**src/rtl/time_display_scan.sv**
```systemverilog
// -----------------------------------------------------------------------------
// time_display_scan
//
// Display stage for the stopwatch timer. Takes the binary hours, minutes and
// seconds counts and splits each into two BCD digits. The six digits are
// time-multiplexed onto a common-anode 7-segment bank. The inputs are captured
// once per scan frame, so a single frame never mixes an old and a new time.
//
// Parameters:
//   DIV          clk cycles each digit is held active (>= 2)
//
// Ports:
//   clk          system clock
//   reset        synchronous, active-high reset (highest priority)
//   th, tm, ts   hours / minutes / seconds counts, binary, 8 bits each
//   an           digit enables, active-low, one-hot (an[0] = seconds units)
//   seg          segments {g,f,e,d,c,b,a}, active-low, registered
//   dp           decimal point, active-low, registered (lit on idx2 and idx4)
//   frame_start  one-cycle pulse in the cycle the snapshot is loaded
//
// Build option:
//   TDM_LZ_BLANK_EN  when defined, the hours-tens digit is blanked whenever
//                    the hours snapshot is below 10 (leading-zero blanking).
// -----------------------------------------------------------------------------
module time_display_scan #(
  parameter int DIV = 1000
) (
  input  logic       clk,
  input  logic       reset,
  input  logic [7:0] th,
  input  logic [7:0] tm,
  input  logic [7:0] ts,
  output logic [5:0] an,
  output logic [6:0] seg,
  output logic       dp,
  output logic       frame_start
);

  localparam int               CNT_W     = $clog2(DIV);
  localparam logic [CNT_W-1:0] CNT_LAST  = CNT_W'(DIV - 1);
  localparam logic [2:0]       IDX_LAST  = 3'd5;
  localparam logic [6:0]       SEG_BLANK = 7'h7F;
  localparam logic [6:0]       SEG_DASH  = 7'h3F;

  // Active-low 7-segment pattern for one decimal digit.
  function automatic logic [6:0] glyph(input logic [3:0] d);
    logic [6:0] g;
    case (d)
      4'd0:    g = 7'h40;
      4'd1:    g = 7'h79;
      4'd2:    g = 7'h24;
      4'd3:    g = 7'h30;
      4'd4:    g = 7'h19;
      4'd5:    g = 7'h12;
      4'd6:    g = 7'h02;
      4'd7:    g = 7'h78;
      4'd8:    g = 7'h00;
      4'd9:    g = 7'h10;
      default: g = SEG_BLANK;
    endcase
    return g;
  endfunction

  // Tens digit of a value already known to be in 0..99.
  function automatic logic [3:0] bcd_tens(input logic [7:0] v);
    return 4'(v / 8'd10);
  endfunction

  // Units digit of a value already known to be in 0..99.
  function automatic logic [3:0] bcd_units(input logic [7:0] v);
    return 4'(v % 8'd10);
  endfunction

  logic [CNT_W-1:0] cnt_q, cnt_d;
  logic [2:0]       idx_q, idx_d;
  logic [7:0]       s_h_q, s_h_d;
  logic [7:0]       s_m_q, s_m_d;
  logic [7:0]       s_s_q, s_s_d;
  logic [5:0]       an_q, an_d;
  logic [6:0]       seg_q, seg_d;
  logic             dp_q, dp_d;

  logic             cnt_last_s;
  logic             boundary_s;
  logic [7:0]       val_s;
  logic             use_tens_s;
  logic             lz_blank_s;

  assign cnt_last_s  = (cnt_q == CNT_LAST);
  assign boundary_s  = cnt_last_s && (idx_q == IDX_LAST);
  // Gated by reset so no pulse escapes while a partial frame is being discarded.
  assign frame_start = boundary_s && !reset;

`ifdef TDM_LZ_BLANK_EN
  assign lz_blank_s = (idx_q == IDX_LAST) && (s_h_q < 8'd10);
`else
  assign lz_blank_s = 1'b0;
`endif

  // Refresh counter, digit index and frame-boundary snapshot next state.
  always_comb begin
    cnt_d = cnt_q + CNT_W'(1);
    idx_d = idx_q;
    s_h_d = s_h_q;
    s_m_d = s_m_q;
    s_s_d = s_s_q;
    if (cnt_last_s) begin
      cnt_d = '0;
      if (idx_q == IDX_LAST) begin
        idx_d = 3'd0;
        s_h_d = th;
        s_m_d = tm;
        s_s_d = ts;
      end else begin
        idx_d = idx_q + 3'd1;
      end
    end else begin
      idx_d = idx_q;
    end
  end

  // Select the snapshot and digit half shown for the current index.
  always_comb begin
    val_s      = 8'd0;
    use_tens_s = 1'b0;
    case (idx_q)
      3'd0:    begin val_s = s_s_q; use_tens_s = 1'b0; end
      3'd1:    begin val_s = s_s_q; use_tens_s = 1'b1; end
      3'd2:    begin val_s = s_m_q; use_tens_s = 1'b0; end
      3'd3:    begin val_s = s_m_q; use_tens_s = 1'b1; end
      3'd4:    begin val_s = s_h_q; use_tens_s = 1'b0; end
      3'd5:    begin val_s = s_h_q; use_tens_s = 1'b1; end
      default: begin val_s = 8'd0;  use_tens_s = 1'b0; end
    endcase
  end

  // Next values for the registered anode, segment and decimal-point outputs.
  always_comb begin
    an_d = ~(6'b000001 << idx_q);
    dp_d = ~((idx_q == 3'd2) || (idx_q == 3'd4));
    // Out-of-range dash wins over blanking; blanking only applies below 10.
    if (val_s > 8'd99) begin
      seg_d = SEG_DASH;
    end else if (lz_blank_s) begin
      seg_d = SEG_BLANK;
    end else if (use_tens_s) begin
      seg_d = glyph(bcd_tens(val_s));
    end else begin
      seg_d = glyph(bcd_units(val_s));
    end
  end

  // State and output registers with synchronous reset.
  always_ff @(posedge clk) begin
    if (reset) begin
      cnt_q <= '0;
      idx_q <= 3'd0;
      s_h_q <= 8'd0;
      s_m_q <= 8'd0;
      s_s_q <= 8'd0;
      an_q  <= 6'h3F;
      seg_q <= SEG_BLANK;
      dp_q  <= 1'b1;
    end else begin
      cnt_q <= cnt_d;
      idx_q <= idx_d;
      s_h_q <= s_h_d;
      s_m_q <= s_m_d;
      s_s_q <= s_s_d;
      an_q  <= an_d;
      seg_q <= seg_d;
      dp_q  <= dp_d;
    end
  end

  assign an  = an_q;
  assign seg = seg_q;
  assign dp  = dp_q;

endmodule
```
**config.mk**
```make
export PLATFORM = sky130hd
export DESIGN_NAME = time_display_scan
export DESIGN_NICKNAME = d
export VERILOG_FILES = /design/src/rtl/time_display_scan.sv
export SDC_FILE = /design/constraint.sdc
export NUM_CORES = 1
export LEC_CHECK = 0
export ABC_AREA = 1
export CORE_MARGIN = 2
export CORE_UTILIZATION = 55
export CTS_BUF_LIST = sky130_fd_sc_hd__clkbuf_16
export CTS_CLUSTER_DIAMETER = 40
export CTS_CLUSTER_SIZE = 10
export DETAILED_ROUTE_END_ITERATION = 8
export PLACE_DENSITY = 0.88
export SETUP_SLACK_MARGIN = 0.4
export SKIP_CTS_REPAIR_TIMING = 1
export SLEW_MARGIN = 5
export SYNTH_ARGS = -nofsm -noshare
export SYNTH_HDL_FRONTEND = slang
export SYNTH_SLANG_ARGS = --single-unit
```
**constraint.sdc**
```tcl
create_clock -name clk -period 4.5 [get_ports clk]
set_clock_uncertainty 0.05 [all_clocks]
set_input_delay 0.9 -clock clk [delete_from_list [all_inputs] [get_ports clk]]
set_output_delay 0.9 -clock clk [all_outputs]
set_load 0.005 [all_outputs]
```
# Word-level counts from Yosys, hierarchy flattened
# Memories as Yosys holds them, arrays and structs flattened.
# Cells that the tools add are included.
[op_classes] add_sub_neg=2 div=2 magnitude_cmp=1 eq_ne=6 shift=1 mux=5 bitwise_logic=2 reduce_logical=12
[op_table] cell="8-bit case mux with 3 select lines" n=1
[op_table] cell="7-bit 2-to-1 mux" n=2
[op_table] cell="10-bit by 1-bit adder with 10-bit output, second input constant" n=1
[op_table] cell="10-bit == test, second input constant" n=1
[op_table] cell="2-bit OR reduction" n=5
[op_table] cell="8-bit by 4-bit divider with 8-bit output, second input constant" n=1
[op_table] cell="8-bit by 7-bit greater-than comparator with 1-bit output, second input constant" n=1
[op_table] cell="8-bit by 4-bit modulo with 8-bit output, second input constant" n=1
[op_table] cell="3-bit by 2-bit == test with 1-bit output, second input constant" n=2
[op_table] cell="3-bit == test, second input constant" n=2
[op_table] cell="6-bit inverter" n=1
[op_table] cell="1-bit by 3-bit << shifter with 6-bit output, first input constant" n=1
[op_table] cell="3-bit by 1-bit adder with 3-bit output, second input constant" n=1
[op_table] cell="3-bit by 1-bit == test with 1-bit output, second input constant" n=1
[op_table] cell="3-bit logical NOT" n=1
[op_table] cell="3-bit 2-to-1 mux" n=1
[op_table] cell="3-bit OR reduction" n=1
[op_table] cell="1-bit logical AND" n=2
[op_table] cell="2-bit AND reduction" n=1
[op_table] cell="1-bit logical NOT" n=1
[op_table] cell="1-bit logical OR" n=1
[op_table] cell="1-bit 2-to-1 mux" n=1
[op_table] cell="1-bit inverter" n=1
[totals] reg_bits=51 romBits=224 input_bits=26 out_inout_bits=15 wordCells=42 memories=2
[mem_list] name="(no name shown)" depth=16 width=7 rd=1 rd_ports_with_merged_regs=0 write_ports=0 line_no="48" rtl="case (d)"
[mem_list] name="(no name shown)" depth=16 width=7 rd=1 rd_ports_with_merged_regs=0 write_ports=0 line_no="48"

# Depth between registers and ports, before layout
# An unclocked memory read counts as a cell.
[logic_depth] word_depth=7 ltp_mapped=34 depth_no_buf=34

# Worst setup path after synthesis
# Ideal clock, no wire load.
[synth_path] path_type="register to register" startpoint="reg idx_q[0]" endpoint="reg seg_q[3] (netlist: seg[3])" arrival_time_ns=3.381 required_time_ns=4.335 setup_slack_ns=0.955 stages_incl_launch_ff=33 path_cell_list="dfxtp_1 > nand2_1 > inv_1 > ha_1 > inv_1 > nand2_4 > nand2_1 > nand3_4 > inv_1 > ha_1 > nand2_2 > nand2_4 > nand2_8 > nand2_8 > nand2_4 > nand3_4 > nand2_4 > nand3_4 > nand2_2 > nand2_2 > nor2_2 > nor2_4 > nand3_4 > nand2_1 > nand2_2 > inv_1 > ha_1 > inv_1 > nand2_1 > nand3_1 > nand2_1 > nand2_1 > nand2_1"
[synth_via] elab_chain_cells=6 elab_cells_between_ends=19
[synth_lines] item="start, declared" line_no="75" rtl="logic [2:0] idx_q, idx_d;"
[synth_lines] item="start signal, assigned" line_no="166" rtl="idx_q <= idx_d;"
[synth_lines] item="3-bit == test, or another cell as far along" line_no="126" rtl="case (idx_q)"
[synth_lines] item="2-bit OR reduction (no source line)"
[synth_lines] item="8-bit case mux with 3 select lines" line_no="126"
[synth_lines] item="8-bit by 4-bit modulo with 8-bit output / 8-bit by 4-bit divider with 8-bit output (equally long branches)" line_no="71, 66"
[synth_lines] item="memory 16 x 7 bit"
[synth_lines] item="7-bit 2-to-1 mux" line_no="146" rtl="end else if (use_tens_s) begin"
[synth_lines] item="end signal, assigned" line_no="171" rtl="seg_q <= seg_d;"
[synth_lines] item="end, declared" line_no="80" rtl="logic [6:0] seg_q, seg_d;"
# Parallel ways exist; a longest one is shown, timed or not.
# A chain may end at the register's enable or synchronous reset.

# Final worst setup path
[layout_path] startpoint="reg idx_q[0]" endpoint="reg seg_q[1] (netlist: seg[1])"
# The elaborated chain is that of the path after synthesis.

==> flow_summary.json <==
{
  "clockBufferDepth": 2,
  "syn_area_per_cell_um2": 7.17,
  "die_h_um": 79.4,
  "arrival_ns": 3.97,
  "hold_end": "cnt_q[0]",
  "antenna_cells": 0,
  "die_width_um": 79.4,
  "core-area_mm2": 0.00551,
  "relSlewSlack_pct": 49.0,
  "grt_remaining_overflow": 0,
  "min_path_type": "register to register",
  "hpwl_um": 4850,
  "grt_start_max_net_pins": 34,
  "htreeDepth": 2,
  "slew_viol_final": 0,
  "synth.cell_area_mm2": 0.00313,
  "clkTransAtPathRegs_ns": 0.06,
  "synthFlopType": "dfxtp_1",
  "vias": 2907,
  "clock_latency_ns": 0.29,
  "tns_ns": 0,
  "drtIter0Drc": 134,
  "holdWs_ns": 0.393,
  "whs_path_depth": 1,
  "antenna_found_initial": 0,
  "drc": 0,
  "powerDensity_mw_per_mm2": 239,
  "wl_per_cell_um": 11.6,
  "cts_root_buffer": "clkbuf_16",
  "max_cap_violations": 0,
  "syn_to_final_growth_pct": 22.1,
  "cts_buffers": 5,
  "async_reset_ff_share_pct": 0,
  "synth_nets": 478,
  "postRouteAntennaNets": 0,
  "ys_warn_count": 0,
  "hold_viol": 0,
  "num_rows": 27,
  "p_leak_nw": 1.88,
  "finalPower_mw": 0.912,
  "critPathKind": "register to register",
  "r2r_cells": 27,
  "layout_min_cycle_time_ns": 3.84,
  "final_nets": 525,
  "first_global_vias": 2640,
  "rsz0062_at_grt": "false",
  "worst_slew_pin_slew_ns": 0.765,
  "setup_viol": 0,
  "gp_congestion": 0.905,
  "synthCells": 436,
  "final.period_utilization_pct": 85.3,
  "worst_setup_path_start_kind": "register",
  "die_area_mm2": 0.00630,
  "synth_edf_count": 0,
  "setup.worst_path.end_class": "register",
  "r2r_slack_ns": 0.66,
  "dr.pass1.iters": 5,
  "dp.cells": 544,
  "synth.distinct_cells": 37,
  "cts_tree": "yes",
  "cts.sink_count": 51,
  "final_common_cell": "nand2_1",
  "routed_wirelength_um": 6450,
  "via_per_inst": 5.24,
  "fin_cells": 555,
  "fmax_mhz": 260,
  "seq_area_frac_synth_pct": 32.7,
  "grt_pass1_wl_um": 11300,
  "ys_seq_elements": 51,
  "crit_required_ns": 4.63,
  "r2r-end": "seg[1]",
  "rr_startpoint": "idx_q[0]",
  "drive_gt1_share_pct": 17.4,
  "pin_count": 41,
  "worst-path-max-fanout": 8,
  "hp-start": "cnt_q[0]",
  "status": "complete, no violations",
  "postLayoutCoreUtil_pct": 69.3,
  "grt_util_all_layers_pct": 22.1,
  "start_util_pct": 56.8,
  "vdd_ir_drop_max_uv": 274,
  "final_cell_mix": "nand2_1, nor2_1, dfxtp_1",
  "io_buffers": 40
}
[sequential cells by signal (all words and copies together), names as in the netlist]
register,flops
seg,7
s_s_q,8
idx_q,3
an,6
s_h_q,8
s_m_q,8
dp,1
cnt_q,10
[critical path: stages (launching register included)]
cell and delay [ns]:
dfxtp_4 0.38, nand2_1 0.06, inv_1 0.06, ha_2 0.19
inv_1 0.07, nand2_4 0.11, nand2_1 0.10, nand3_4 0.13
inv_1 0.06, ha_1 0.29, nand2_2 0.09, nand2_4 0.07
nand2_8 0.10, nand2_8 0.07, nand2_4 0.09, nand3_4 0.08
nand2_4 0.15, nand4_2 0.11, nand2_2 0.19, nor2_4 0.05
nor2_4 0.15, nand3_4 0.11, buf_4 0.16, ha_1 0.26
a21oi_1 0.21, nor2_1 0.07, a21oi_1 0.20, nand2_1 0.07
[Yosys cell counts, types with 3 or more instances]
library cell,instances,area (um2)
nand2_1,95,357
nor2_1,64,240
dfxtp_1,51,1020
inv_1,42,158
o21ai_0,29,145
nand3_1,20,100
nand2_2,18,113
a21oi_1,17,85.1
ha_1,16,200
inv_2,11,41.3
clkbuf_1,7,26.3
nand2_4,7,78.8
nand4_1,7,43.8
nand3_4,6,105
nand3_2,5,50.1
a221oi_1,3,26.3
a31oi_1,3,18.8
nor2_2,3,18.8
nor2_4,3,33.8
nor3_1,3,15.0
o211ai_1,3,22.5
xor2_1,3,26.3
[logic make-up (layout without fill, tap and decap cells)]
family	count (synthesis)	count (layout)	share of synthesized area, %
xor gates and xnor gates	3	3	0.840
AOI/OAI and AO/OA	66	66	13.0
buffers and inverters	62	109	7.52
and+or+nand+nor	238	238	39.5
adders and majority gates	16	16	6.40
DFF	51	51	32.7
[how the worst max path moves through the flow]
stage	depth (start not counted)	slack, ns	startpoint	endpoint
finish	27	0.66	idx_q[0]	seg[1]
global placement	32	0.78	idx_q[0]	seg[3]
global route	32	0.38	idx_q[0]	seg[3]
floorplan	32	0.95	idx_q[0]	seg[3]
detailed placement	32	0.58	idx_q[0]	seg[3]
CTS	32	0.56	idx_q[0]	seg[3]
[through the flow]
stage	setup WS, ns	area (um2)
global placement	0.778	3610
floorplan	0.955	3130
global route	0.378	3820
finish	0.659	3820
detailed placement	0.578	3610
CTS	0.561	3770
[routing by layer]
metal | GRT usage, % | share of wire, % | up-vias
li1 | - | - | 1498
met1 | 26.7 | 44 | 1326
met2 | 39.4 | 51 | 70
met3 | 4.07 | 3.9 | 13
met4 | 7.07 | 1.7 | 0
met5 | 0 | 0 | -
[power by group]
part / total [mW] / internal [mW] / switching [mW]
clock: 0.410 / 0.257 / 0.153
combinational: 0.0434 / 0.0286 / 0.0147
sequential: 0.458 / 0.456 / 0.00222
[cell type report]
cell class	instances	area, um2
clock inverter	2	33.8
timing repair buffer	47	453
sequential	51	1030
multi-input combinational	323	1880
clock buffer	5	125
inverter	55	209
fill	438	1690
tap	72	90.1
No activity file was read; power rests on OpenSTA's default activity.
==> RTL edit (config.mk and constraints unchanged) <==
Add a define of `TDM_LZ_BLANK_EN`.
--- a/src/rtl/time_display_scan.sv
+++ b/src/rtl/time_display_scan.sv
@@ -24,2 +24,4 @@
 // -----------------------------------------------------------------------------
+`define TDM_LZ_BLANK_EN
+
 module time_display_scan #(
Check against the original RTL: no difference found for any inputs over 10 cycles, from zero or initial values and one cycle with reset high; that may be too few to reach the edited logic, so the function may still have changed.
==> RTL edit against the unedited design <==
Core utilization grew 2.4 points. Via count grew 7.9%. Sequential cell count is the same. Largest cell class unchanged. Final area grew 4.1%. Area after synthesis grew 2.1%. Power shrank 4.6%. Worst setup slack lost 0.12 ns. Routed wire length grew 19%. Largest power group unchanged.
==> RTL edit: results (changes against the unedited design) <==
drive_gt1_share_pct: 20.8  # +3.4 points
reg2regPathDepth: 29  # +7.4%
synth_compound_area_share_pct: 12.6  # -0.46 points
postPlaceCellArea_sq_um: 3660  # +1.3%
routed_wl_mm: 7.65  # +19%
hold_depth: 1  # unchanged
place_congestion: 0.902  # -0.42%
synth-xor-area-share_pct: 0.823  # -0.017 points
grt_pass1_vias: 2882  # +9.2%
clock_latency_ns: 0.29  # about the same
outcome: "finished, final reports clean"
power.leakage_nw: 1.95  # +3.6%
synthTopCellsByCount: "nand2_1, nor2_1, dfxtp_1"
hpwl_mm: 5.19  # +7.0%
cpPeakStageDelay_ns: 0.36  # -0.02 ns
syn_nets: 488  # +2.1%
grt_max_degree: 35  # +2.9%
final_nets: 540  # +2.9%
ys_top_cells_by_area: "dfxtp_1, nand2_1, nor2_1"
synthMuxAreaShare_pct: 0  # unchanged
cts_root_buffer: "clkbuf_16"
ir_drop_mv: 0.197  # -28%
htree_num_levels: 2  # unchanged
ys_types: 35  # -5.4%
ys_seq_area_share_pct: 32.0  # -0.67 points
tightest_slew_ns: 0.994  # +0.230 ns
dpl_worst_slack_ns: 0.386  # -0.192 ns
drtIter0Drc: 166  # +24%
synthAdderAreaFrac_pct: 5.49  # -0.91 points
track_usage_pct: 23.9  # +1.9 points
ys_async_sr_fraction_pct: 0  # unchanged
grt_antenna_before_repair: 0  # unchanged
worst-endpoint-arrival_ns: 4.09  # +0.12 ns
via_per_inst: 5.48  # +4.6%
grt_pass1_wl_mm: 12.4  # +9.6%
numCtsBuffers: 5  # unchanged
-- RTL edit: cell types whose count changed after synthesis, sizes merged, moves of 2 or more --
cell / delta
a211oi: -2
a21oi: -3
a31oi: -2
clkbuf: +2
ha: -2
inv: +5
nand2: -12
nand3: +13
nor2: -15
nor3: +24
o21a: +2
o21ai: +5
-- RTL edit: final timing paths --
path	startpoint	end	slack (ns)
worst max register to register	idx_q[0]	seg[6]	0.54
worst min-delay path	idx_q[0]	an[1]	0.42
worst max-delay path	idx_q[0]	seg[6]	0.54
worst min register to register	idx_q[0]	an[1]	0.42
-- RTL edit: final cells by class --
type | instances | area, sq um
repair buffers | 55 | 513
inverters | 59 | 226
well taps | 72 | 90.1
clock buffers | 5 | 125
fillers | 421 | 1560
flip-flops and latches | 51 | 1030
multi-input cells | 328 | 1970
clock inverters | 3 | 17.5
-- RTL edit: cell families (layout without fill, tap and decap cells) --
group	Yosys count	count (layout)
flops	51	51
fa+ha+maj	14	14
buf+inv	69	122
simple gates	245	245
xor+xnor	3	3
compound gates	66	66
-- RTL edit: metal layers --
layer  vias to the layer above  wire length, microns  track usage, %  part of all wire, %
met5                         -                     0               0                    0
met4                         0                   197            8.98                  2.6
met3                        23                   429            5.06                  5.6
met2                       133                  3830            42.2                   50
met1                      1410                  3190            28.4                   42
li1                       1572                     -               -                    -
-- RTL edit: power by group --
group / total, W / switching, W / internal, W
clock: 0.000365 / 0.000160 / 0.000205
sequential: 0.000459 / 0.00000363 / 0.000455
combinational: 0.0000451 / 0.0000161 / 0.0000290
-- RTL edit: through the flow --
step                std cells  hold WS [ns]
floorplan                 448         0.392
global placement          553         0.408
detailed placement        553         0.446
CTS                       561         0.457
global route              573         0.438
finish                    573         0.423
